$ cat src/rtl/ofm_write_addr_controller.sv
// OFM RAM write-side address generator: drains one tile (num_filter row vectors) per load.
// Optional macro OFM_WR_BOUNDS_CHECK_EN adds a sticky addr_error_o and out-of-range write suppression.
module ofm_write_addr_controller #(
  parameter int SYSTOLIC_SIZE = 16,
  parameter int OFM_RAM_SIZE  = 2205619,
  localparam int AW = $clog2(OFM_RAM_SIZE)
) (
  input  logic          clk,
  input  logic          rst,
  input  logic          start_i,
  input  logic [AW-1:0] start_write_addr_i,
  input  logic          load_i,
  input  logic [8:0]    ofm_size_i,
  input  logic [4:0]    num_filter_i,
  output logic [AW-1:0] ofm_addr_o,
  output logic          write_en_o,
  output logic [4:0]    write_ofm_size_o,
  output logic [3:0]    write_ch_o,
  output logic [13:0]   count_tiling_o,
  output logic          tile_done_o,
  output logic          layer_done_o,
`ifdef OFM_WR_BOUNDS_CHECK_EN
  output logic          addr_error_o,
`endif
  output logic          busy_o
);

  // state       | meaning
  // IDLE        | waiting for load
  // WRITE       | one row vector per cycle, write_ch 0..num_filter-1
  // NEXT_TILING | tile_done, advance row/segment/tile address
  typedef enum logic [1:0] {IDLE, WRITE, NEXT_TILING} state_t;

  state_t        state_q, state_d;
  logic [AW-1:0] start_addr_q, start_addr_d;
  logic [AW-1:0] ch_stride_q, ch_stride_d;
  logic [AW-1:0] tile_addr_q, tile_addr_d;
  logic [AW-1:0] seg_base_q, seg_base_d;
  logic [AW-1:0] wr_addr_q, wr_addr_d;
  logic [8:0]    ofm_size_q, ofm_size_d;
  logic [8:0]    row_q, row_d;
  logic [4:0]    nf_q, nf_d;
  logic [5:0]    tpl_q, tpl_d;
  logic [5:0]    seg_q, seg_d;
  logic [9:0]    seg_col_q, seg_col_d;
  logic [13:0]   num_tiling_q, num_tiling_d;
  logic [13:0]   count_q, count_d;
  logic [3:0]    ch_q, ch_d;
  logic [4:0]    wos_q, wos_d;
  logic          err_q, err_d;
  logic          wr_en;
  logic          tile_done;
  logic          layer_done;
  logic [4:0]    nf_eff;
  logic [9:0]    tpl_calc;
  logic [14:0]   ntile_calc;
  logic [17:0]   stride_calc;
  logic [9:0]    last_width;

  assign nf_eff      = (nf_q == 5'd0) ? 5'd1 : nf_q;
  assign tpl_calc    = (10'(ofm_size_i) + 10'(SYSTOLIC_SIZE - 1)) / 10'(SYSTOLIC_SIZE);
  assign ntile_calc  = 15'(tpl_calc) * 15'(ofm_size_i);
  assign stride_calc = 18'(ofm_size_i) * 18'(ofm_size_i);
  assign last_width  = 10'(ofm_size_q) - seg_col_q;

  always_comb begin
    state_d      = state_q;
    start_addr_d = start_addr_q;
    ch_stride_d  = ch_stride_q;
    tile_addr_d  = tile_addr_q;
    seg_base_d   = seg_base_q;
    wr_addr_d    = wr_addr_q;
    ofm_size_d   = ofm_size_q;
    row_d        = row_q;
    nf_d         = nf_q;
    tpl_d        = tpl_q;
    seg_d        = seg_q;
    seg_col_d    = seg_col_q;
    num_tiling_d = num_tiling_q;
    count_d      = count_q;
    ch_d         = ch_q;
    wos_d        = wos_q;
    err_d        = err_q;
    wr_en        = 1'b0;
    tile_done    = 1'b0;
    layer_done   = 1'b0;

    case (state_q)
      IDLE: begin
        if (load_i) begin
          state_d   = WRITE;
          ch_d      = 4'd0;
          wr_addr_d = tile_addr_q;
          wos_d     = (7'(seg_q) + 7'd1 < 7'(tpl_q)) ? 5'(SYSTOLIC_SIZE) : last_width[4:0];
        end
      end
      WRITE: begin
        wr_en = 1'b1;
`ifdef OFM_WR_BOUNDS_CHECK_EN
        if (wr_addr_q >= AW'(OFM_RAM_SIZE)) begin
          wr_en = 1'b0;
          err_d = 1'b1;
        end
`endif
        if (5'(ch_q) == nf_eff - 5'd1) begin
          state_d = NEXT_TILING;
        end else begin
          ch_d      = ch_q + 4'd1;
          wr_addr_d = wr_addr_q + ch_stride_q;
        end
      end
      NEXT_TILING: begin
        tile_done = 1'b1;
        state_d   = IDLE;
        if (count_q == num_tiling_q) begin
          layer_done  = 1'b1;
          count_d     = 14'd1;
          row_d       = 9'd0;
          seg_d       = 6'd0;
          seg_col_d   = 10'd0;
          tile_addr_d = start_addr_q;
          seg_base_d  = start_addr_q;
        end else begin
          count_d = count_q + 14'd1;
          if (row_q == ofm_size_q - 9'd1) begin
            row_d       = 9'd0;
            seg_d       = seg_q + 6'd1;
            seg_col_d   = seg_col_q + 10'(SYSTOLIC_SIZE);
            tile_addr_d = seg_base_q + AW'(SYSTOLIC_SIZE);
            seg_base_d  = seg_base_q + AW'(SYSTOLIC_SIZE);
          end else begin
            row_d       = row_q + 9'd1;
            tile_addr_d = tile_addr_q + AW'(ofm_size_q);
          end
        end
      end
      default: state_d = IDLE;
    endcase

    // start overrides everything, including an in-flight tile
    if (start_i) begin
      state_d      = IDLE;
      start_addr_d = start_write_addr_i;
      ofm_size_d   = ofm_size_i;
      nf_d         = num_filter_i;
      tpl_d        = tpl_calc[5:0];
      num_tiling_d = ntile_calc[13:0];
      ch_stride_d  = AW'(stride_calc);
      tile_addr_d  = start_write_addr_i;
      seg_base_d   = start_write_addr_i;
      wr_addr_d    = start_write_addr_i;
      row_d        = 9'd0;
      seg_d        = 6'd0;
      seg_col_d    = 10'd0;
      count_d      = 14'd1;
      ch_d         = 4'd0;
      wos_d        = 5'd0;
      err_d        = 1'b0;
    end
  end

  always_ff @(posedge clk or posedge rst) begin
    if (rst) begin
      state_q      <= IDLE;
      start_addr_q <= '0;
      ch_stride_q  <= '0;
      tile_addr_q  <= '0;
      seg_base_q   <= '0;
      wr_addr_q    <= '0;
      ofm_size_q   <= '0;
      row_q        <= '0;
      nf_q         <= '0;
      tpl_q        <= '0;
      seg_q        <= '0;
      seg_col_q    <= '0;
      num_tiling_q <= '0;
      count_q      <= 14'd1;
      ch_q         <= '0;
      wos_q        <= '0;
      err_q        <= 1'b0;
    end else begin
      state_q      <= state_d;
      start_addr_q <= start_addr_d;
      ch_stride_q  <= ch_stride_d;
      tile_addr_q  <= tile_addr_d;
      seg_base_q   <= seg_base_d;
      wr_addr_q    <= wr_addr_d;
      ofm_size_q   <= ofm_size_d;
      row_q        <= row_d;
      nf_q         <= nf_d;
      tpl_q        <= tpl_d;
      seg_q        <= seg_d;
      seg_col_q    <= seg_col_d;
      num_tiling_q <= num_tiling_d;
      count_q      <= count_d;
      ch_q         <= ch_d;
      wos_q        <= wos_d;
      err_q        <= err_d;
    end
  end

  assign ofm_addr_o       = wr_addr_q;
  assign write_en_o       = wr_en;
  assign write_ofm_size_o = wos_q;
  assign write_ch_o       = ch_q;
  assign count_tiling_o   = count_q;
  assign tile_done_o      = tile_done;
  assign layer_done_o     = layer_done;
  assign busy_o           = (state_q != IDLE);
`ifdef OFM_WR_BOUNDS_CHECK_EN
  assign addr_error_o     = err_q;
`else
  logic unused_err;
  assign unused_err = err_q;
`endif

endmodule

$ cat config.mk
export PLATFORM = sky130hd
export DESIGN_NAME = ofm_write_addr_controller
export DESIGN_NICKNAME = d
export VERILOG_FILES = /design/src/rtl/ofm_write_addr_controller.sv
export SDC_FILE = /design/constraint.sdc
export NUM_CORES = 1
export LEC_CHECK = 0
export ABC_CLOCK_PERIOD_IN_PS = 6700
export BUFFER_PORTS_ARGS = -buffer_cell sky130_fd_sc_hd__clkbuf_2
export CAP_MARGIN = 20
export CORE_MARGIN = 5
export CORE_UTILIZATION = 63
export DETAILED_ROUTE_END_ITERATION = 12
export PLACE_DENSITY = 0.82
export RECOVER_POWER = 100
export SYNTH_ARGS = -nofsm -noshare
export SYNTH_HDL_FRONTEND = slang
export SYNTH_SLANG_ARGS = --single-unit
$ cat constraint.sdc
create_clock -name clk -period 6.7 [get_ports clk]
set_clock_uncertainty 0.05 [all_clocks]
set_input_delay 1.005 -clock clk [delete_from_list [all_inputs] [get_ports clk]]
set_output_delay 1.005 -clock clk [all_outputs]
set_load 0.05 [all_outputs]
==> summary.txt, run 1 <==
Outcome
  • Status: finished, violations left
  • Failing checks: max-capacitance violations, max-slew violations

Yosys
  • Area share of fa/ha/maj cells after synthesis: approximately 18%
  • Synth Warn #: 0
  • Top_reg_cell synth: dfrtp_1
  • Post-synthesis compound-gate area fraction: 16.9%
  • Post-synthesis cell type count: 83
  • Register bit total from synthesis: around 180
  • Register area share after synthesis: 31.3%
  • Syn Area/Cell: around 8.9 µm²
  • Post-synthesis cell count: between 1,500 and 2,000
  • Simple-gate area share of the yosys netlist: between 10% and 20%
  • Combinational family with the most area after synthesis: adder cells
  • Asr flop ratio synth: between 90% and 100%
  • Number of enable flip-flop cells after synthesis: 0
  • Mapped Nets: roughly 1,800
  • Post-synthesis mux area share: 4.22%
  • XOR/XNOR share of the synthesized area: approximately 6.0%
  • Synthesized area: about 14,000 µm²

Placed design
  • Inst Count DP: a little under 2,000
  • RD Place Congestion: about 0.91
  • Cell Area, Placed: 15,000 µm²
  • PortBufs: 88
  • Post-DP HPWL: between 20,000 and 30,000 µm

Power
  • Switching Fraction: between 40% and 50%
  • Peak VDD IR: just under 0.2 mV
  • Logic pwr share: around 46%
  • PD cells: approximately 290 nW/µm²
  • Leak: roughly 7 nW
  • Clock group share of total power: between 20 and 25%
  • Switching power: 1.87 mW
  • Pint: 2.67 mW
  • Share of total power in sequential cells: about a third

STA
  • Final slew viol count: around 360
  • Tightest Pin Transition: 2.98 ns
  • Final setup fails: 0
  • Post-layout minimum cycle time: between 6 and 7 ns
  • Final TNS setup: 0 ns
  • Final Hold Viols: 0
  • Fmax achieved: between 0.15 and 0.2 GHz
  • Final period util: approximately 91%
  • Slew margin rel.: -99.7%
  • RSZ-0062 raised after global routing: no

Routing
  • Via count: approximately 12,000
  • Metal2 WL: 18,000 µm
  • Metal-1 WL: 15,500 µm
  • Met3 wire length: about 2500 µm
  • ANT nets after route: 0
  • First-pass DRT Iterations: 6
  • Drt wl/cell: 18.9 µm
  • DRC: 0
  • Starting DRT DRC Count: between 1,000 and 1,500
  • DR top layer: met4
  • Final wirelength: approximately 37,000 µm
  • Vias per cell: 6.15

Floorplanning
  • Die area: between 20,000 and 30,000 µm²
  • Die width: between 150 and 200 µm
  • FP Rows: 55
  • Core area: 22,500 µm²
  • Top-level I/O count: between 80 and 90
  • Die Y: about 160 µm
  • Initial core utilization: 63.6%

Setup path
  • CP required: 5.64 ns
  • CP arrival: ~5 ns
  • Critical Path Start Type: flip-flop
  • Crit Path Max Fanout: between 40 and 50
  • Crit. End Element: output port
  • Setup CP Type: reg2out

Layout
  • Layout Utilization: between 60% and 70%
  • Multi-input logic area: ~9000 µm²
  • Register Area: ~4500 µm²
  • Design area: roughly 15,000 µm²
  • ANT cells: 0
  • Nets: 1,873
  • FILL cells: between 1,500 and 2,000
  • Final Non-Filler Cells: roughly 2,000
  • Fraction of layout cells with a size suffix above 1: just over 8%
  • Area Growth Syn to Fin: 7.97%

Clock network
  • H-tree levels: 4
  • Number of buffers created by CTS: 17
  • Clock transition at the registers of the reported paths: 0.08 ns
  • CTS Buffer Depth: 2
  • Post-CTS setup buffer count: 0
  • Hold buffers post-CTS: 0
  • CTS Root Cell: clkbuf_16
  • Post-CTS sizing: 0
  • Clk sink count: approximately 180
  • Worst-skew pair later-pin latency: between 0.4 and 0.5 ns
  • CTS tree: yes

Job
  • Maxcap violations: 8

GRT
  • Initial antenna violation count: 0
  • GRT overflow: 0
  • Vias in the first global route: roughly 12,000
  • First-pass GRT wire length: 61,200 µm
  • GRT Util Overall: around 29%
  • Pin count of the biggest net entering global routing: between 60 and 70

Hold path
  • HP Class: reg2reg
-- registers in the layout, summed over array words and instances (netlist names) --
register	cells
ofm_addr_o	22
num_tiling_q	14
ofm_size_q	9
write_ofm_size_o	5
seg_q	6
write_ch_o	4
tile_addr_q	22
start_addr_q	22
seg_base_q	22
state_q	2
seg_col_q	1
count_tiling_o	14
nf_q	5
tpl_q	6
ch_stride_q	16
row_q	9
-- cell type report --
| type | count | area share [%] |
|---|---|---|
| sequential | 179 | 29.0 |
| clock buffer | 18 | 2.84 |
| timing repair buffer | 103 | 2.91 |
| inverter | 153 | 3.72 |
| tap | 285 | 2.31 |
| multi-input combinational | 1213 | 58.2 |
| clock inverter | 14 | 1.01 |
-- power by group through the flow --
stage	clock (mW)	sequential, mW	combinational (mW)
6_report	1.04	1.43	2.06
5_1_grt	1.09	1.45	2.32
4_1_cts	1.04	1.43	2.07
3_5_place_dp	0	1.45	2.05
3_3_place_gp	0	1.44	1.99
2_1_floorplan	0	1.50	1.53
-- cells in the final DEF (no fill, tap or decap), drive strengths merged, types with 5 or more instances in the layout --
| cell | count |
|---|---|
| dfrtp | 178 |
| inv | 159 |
| nand2 | 149 |
| clkbuf | 117 |
| a21oi | 112 |
| nor2 | 110 |
| o21ai | 110 |
| ha | 101 |
| fa | 65 |
| xnor2 | 61 |
| mux2 | 43 |
| nor2b | 40 |
| xor2 | 37 |
| and2 | 36 |
| nor3 | 31 |
| nand3 | 29 |
| nand2b | 29 |
| and3 | 24 |
| o211ai | 19 |
| nand4 | 17 |
| a21o | 14 |
| a211oi | 14 |
| o21a | 13 |
| mux2i | 12 |
| a31oi | 11 |
| o22a | 9 |
| o31ai | 9 |
| o22ai | 9 |
| or3 | 8 |
| a2bb2oi | 7 |
| nor3b | 7 |
| a22o | 7 |
| or2 | 6 |
| o221ai | 5 |
| nand3b | 5 |
| a311o | 5 |
| a221oi | 5 |
| clkinv | 5 |
-- per-layer routing --
metal  vias to the layer above  global-route usage (%)
met5                         -                       0
met4                         0                    11.3
li1                       5676                       -
met1                      5878                    37.9
met2                       444                    48.6
met3                        87                    5.11
-- cells in the mapped netlist, drive strengths merged (11+ instances only) --
| cell type | count | share of area, % |
|---|---|---|
| nor3 | 31 | 1.1 |
| nor2 | 110 | 2.9 |
| o21a | 13 | 0.68 |
| dfrtp | 178 | 31 |
| a21o | 14 | 0.73 |
| ha | 101 | 8.8 |
| and3 | 24 | 1.0 |
| o21ai | 110 | 3.9 |
| and2 | 36 | 1.6 |
| nand3 | 29 | 1.0 |
| buf | 20 | 0.71 |
| o211ai | 19 | 1.0 |
| a211oi | 14 | 0.77 |
| mux2 | 43 | 3.4 |
| fa | 65 | 9.1 |
| clkbuf | 39 | 1.0 |
| nand4 | 17 | 0.74 |
| a21oi | 112 | 3.9 |
| a31oi | 11 | 0.48 |
| nand2 | 149 | 3.9 |
| xnor2 | 61 | 3.7 |
| mux2i | 12 | 0.84 |
| xor2 | 37 | 2.3 |
| nand2b | 29 | 1.3 |
| inv | 151 | 4.0 |
| nor2b | 40 | 1.7 |
-- kinds of logic after synthesis --
| group | after synthesis |
|---|---|
| other cells | 2 |
| simple gates | 511 |
| buf+inv | 212 |
| xor+xnor | 98 |
| fa+ha+maj | 166 |
| compound gates | 381 |
| mux | 55 |
| flops | 179 |
-- metrics by stage --
| step | power, mW | setup WS (ns) | hold WS, ns |
|---|---|---|---|
| floorplan | 3.03 | 0.788 | 0.406 |
| global placement | 3.43 | 0.765 | 0.429 |
| detailed placement | 3.50 | 0.653 | 0.431 |
| CTS | 4.54 | 1.09 | 0.449 |
| global route | 4.86 | 0.425 | 0.478 |
| finish | 4.54 | 0.625 | 0.445 |
-- critical path, stage by stage, from the launching register on --
cell and delay (ns):
dfstp_2 0.60, xnor2_1 0.13, nand4_1 0.16, nor4_4 0.29
clkbuf_1 1.45, inv_1 0.75, nor2_1 0.73, clkbuf_2 0.41
-- final timing paths --
check,start,end,slack [ns],cells past startpoint
hold / removal,ch_stride_q[8],ch_stride_q[8],0.45,2
max in group asynchronous,rst,seg_q[3],1.60,3
min in group asynchronous,rst,ch_stride_q[16],1.33,2
setup reg to reg,count_tiling_o[0],seg_q[2],0.94,9
setup / recovery,count_tiling_o[0],layer_done_o,0.63,7
hold reg to reg,ch_stride_q[8],ch_stride_q[8],0.45,2
Note: power is estimated with default switching activity, not from simulation.
==> inputs of run 2 (changes only) <==
- CTS_CLUSTER_SIZE: not set -> 40
- PLACE_DENSITY: 0.82 -> 0.89
==> summary.txt, run 2 (same netlist as run 1, synthesis figures left out) <==
Clock network
  • Post-CTS setup buffer count: 0
  • Post-CTS sizing: 0
  • Clock transition at the registers of the reported paths: roughly 0.07 ns
  • CTS Buffer Depth: 2
  • H-tree levels: 4
  • Worst-skew pair later-pin latency: between 0.4 and 0.5 ns
  • Number of buffers created by CTS: 17
  • CTS Root Cell: clkbuf_16
  • Hold buffers post-CTS: 0
  • Clk sink count: about 180
  • CTS tree: yes

Floorplanning
  • Die Y: between 150 and 200 µm
  • Die area: approximately 26,000 µm²
  • Core area: approximately 23,000 µm²
  • Initial core utilization: between 60 and 70%
  • Top-level I/O count: slightly below 90
  • Die width: roughly 160 µm
  • FP Rows: 55

GRT
  • Vias in the first global route: 12,500
  • GRT Util Overall: between 20 and 30%
  • First-pass GRT wire length: ~63,000 µm
  • GRT overflow: 0
  • Initial antenna violation count: 0
  • Pin count of the biggest net entering global routing: 84

Power
  • Peak VDD IR: roughly 0.19 mV
  • Leak: 6.99 nW
  • PD cells: 292 nW/µm²

Setup path
  • Crit. End Element: flip-flop
  • Setup CP Type: in2reg
  • Critical path origin: ofm_size_i[2]
  • CP arrival: roughly 6.3 ns
  • Levels on crit path: 19
  • Top cell by count, worst path: fa_1
  • CP max stage delay: between 0.5 and 0.6 ns
  • R2r startpoint: nf_q[2]
  • Crit Path Max Fanout: 17
  • Crit-path leading delay family: adder cells
  • Worst path buffer plus inverter count: 2
  • CP required: just under 7 ns
  • Crit-path slowest cell: fa_1
  • Worst reg2reg path depth: 10
  • Critical Path Start Type: input port
  • Crit path cell chain: clkbuf_1 -> nor4_1 -> nor2_1 -> nand2_1 -> ha_1 -> nand2b_1 -> fa_1 -> fa_1 -> fa_1 -> inv_1 -> ha_1 -> nor2b_1 -> o21ai_0 -> a21oi_1 -> o21ai_0 -> a21oi_1 -> o41ai_1 -> mux2i_1 -> nand2_1

Routing
  • Via count: about 12,000
  • ANT nets after route: 0
  • Final wirelength: approximately 38,000 µm
  • Drt wl/cell: 19.3 µm
  • Starting DRT DRC Count: approximately 1,400
  • DRC: 0
  • Vias per cell: between 6 and 7
  • First-pass DRT Iterations: 6

Job
  • Maxcap violations: 6

Layout
  • Layout Utilization: a little under 70%
  • Commonest non-fill, non-tap cell in the layout: dfrtp_1
  • Nets: approximately 1,900
  • Area Growth Syn to Fin: 7.80%
  • FILL cells: approximately 1,700
  • Fraction of layout cells with a size suffix above 1: 8.46%
  • Most frequent cells in the layout: dfrtp_1, nand2_1, inv_1
  • ANT cells: 0

Placed design
  • Post-DP HPWL: 27,900 µm
  • PortBufs: 88
  • RD Place Congestion: between 0.9 and 1

Hold path
  • Hold depth: 2
  • Hold path start: write_ofm_size_o[3]
  • HP Class: reg2reg

STA
  • Tightest Pin Transition: about 3.6 ns
  • Final slew viol count: between 300 and 400
  • Slew margin rel.: -139%
  • RSZ-0062 raised after global routing: no
  • Final TNS setup: 0 ns
  • Final setup fails: 0
  • Fmax achieved: 0.167 GHz
  • Final Hold Viols: 0
  • Final period util: around nine tenths
  • Post-layout minimum cycle time: 6.00 ns

Outcome
  • Failing checks: max-capacitance violations, max-slew violations
  • Status: finished, violations left
run 2: changes by cell type in the layout (fill, tap and decap cells not counted), moves of 3 or more:
cell	delta
and2_0	-3
and2_1	+3
buf_4	+6
clkbuf_1	-5
clkinvlp_4	+3
inv_6	-4
inv_8	-4
run 2: final cells by class:
class | instances | area (µm²) | area share [%]
inverters | 153 | 576 | 3.73
repair buffers | 102 | 469 | 3.04
well taps | 285 | 357 | 2.31
flip-flops and latches | 179 | 4480 | 29.0
clock inverters | 11 | 105 | 0.681
multi-input cells | 1213 | 9000 | 58.3
clock buffers | 21 | 450 | 2.92
run 2: final timing paths:
check | slack [ns] | to
min | 0.43 | write_ofm_size_o[3]
min reg2reg | 0.43 | write_ofm_size_o[3]
min in group asynchronous | 0.95 | nf_q[2]
max | 0.70 | num_tiling_q[13]
max reg2reg | 2.04 | ofm_addr_o[14]
max in group asynchronous | 1.56 | ofm_addr_o[10]
run 2: per-layer routing:
metal	global-route usage (%)	share of wire [%]
met5	0	0
met1	38.2	40
met2	49.1	48
met4	13.0	4.5
met3	5.16	7.7
run 2: worst register-to-register path: cells and delay by family (launching register included):
kind / cells / cell delay, ns
flip-flops: 1 / 0.44
AND/OR/NAND/NOR: 5 / 1.29
adder cells (fa/ha/maj): 1 / 0.23
AO/OA/AOI/OAI: 4 / 2.55
run 2: power breakdown:
part | switching (mW) | internal (mW) | total [mW]
sequential | 0.180 | 1.25 | 1.43
clock | 0.441 | 0.524 | 0.965
combinational | 1.24 | 0.873 | 2.11
total | 1.86 | 2.65 | 4.51
run 2: stage by stage:
stage / hold WS, ns / setup WS [ns] / cell area, µm² / total power, mW / instances
5_1_grt: 0.471 / 0.281 / 15400 / 4.83 / 1964
3_5_place_dp: 0.422 / 0.540 / 15000 / 3.52 / 1932
3_3_place_gp: 0.418 / 0.763 / 15000 / 3.41 / 1932
2_1_floorplan: 0.406 / 0.788 / 14300 / 3.03 / 1604
4_1_cts: 0.437 / 0.968 / 15500 / 4.50 / 1964
6_report: 0.433 / 0.697 / 15400 / 4.51 / 1964
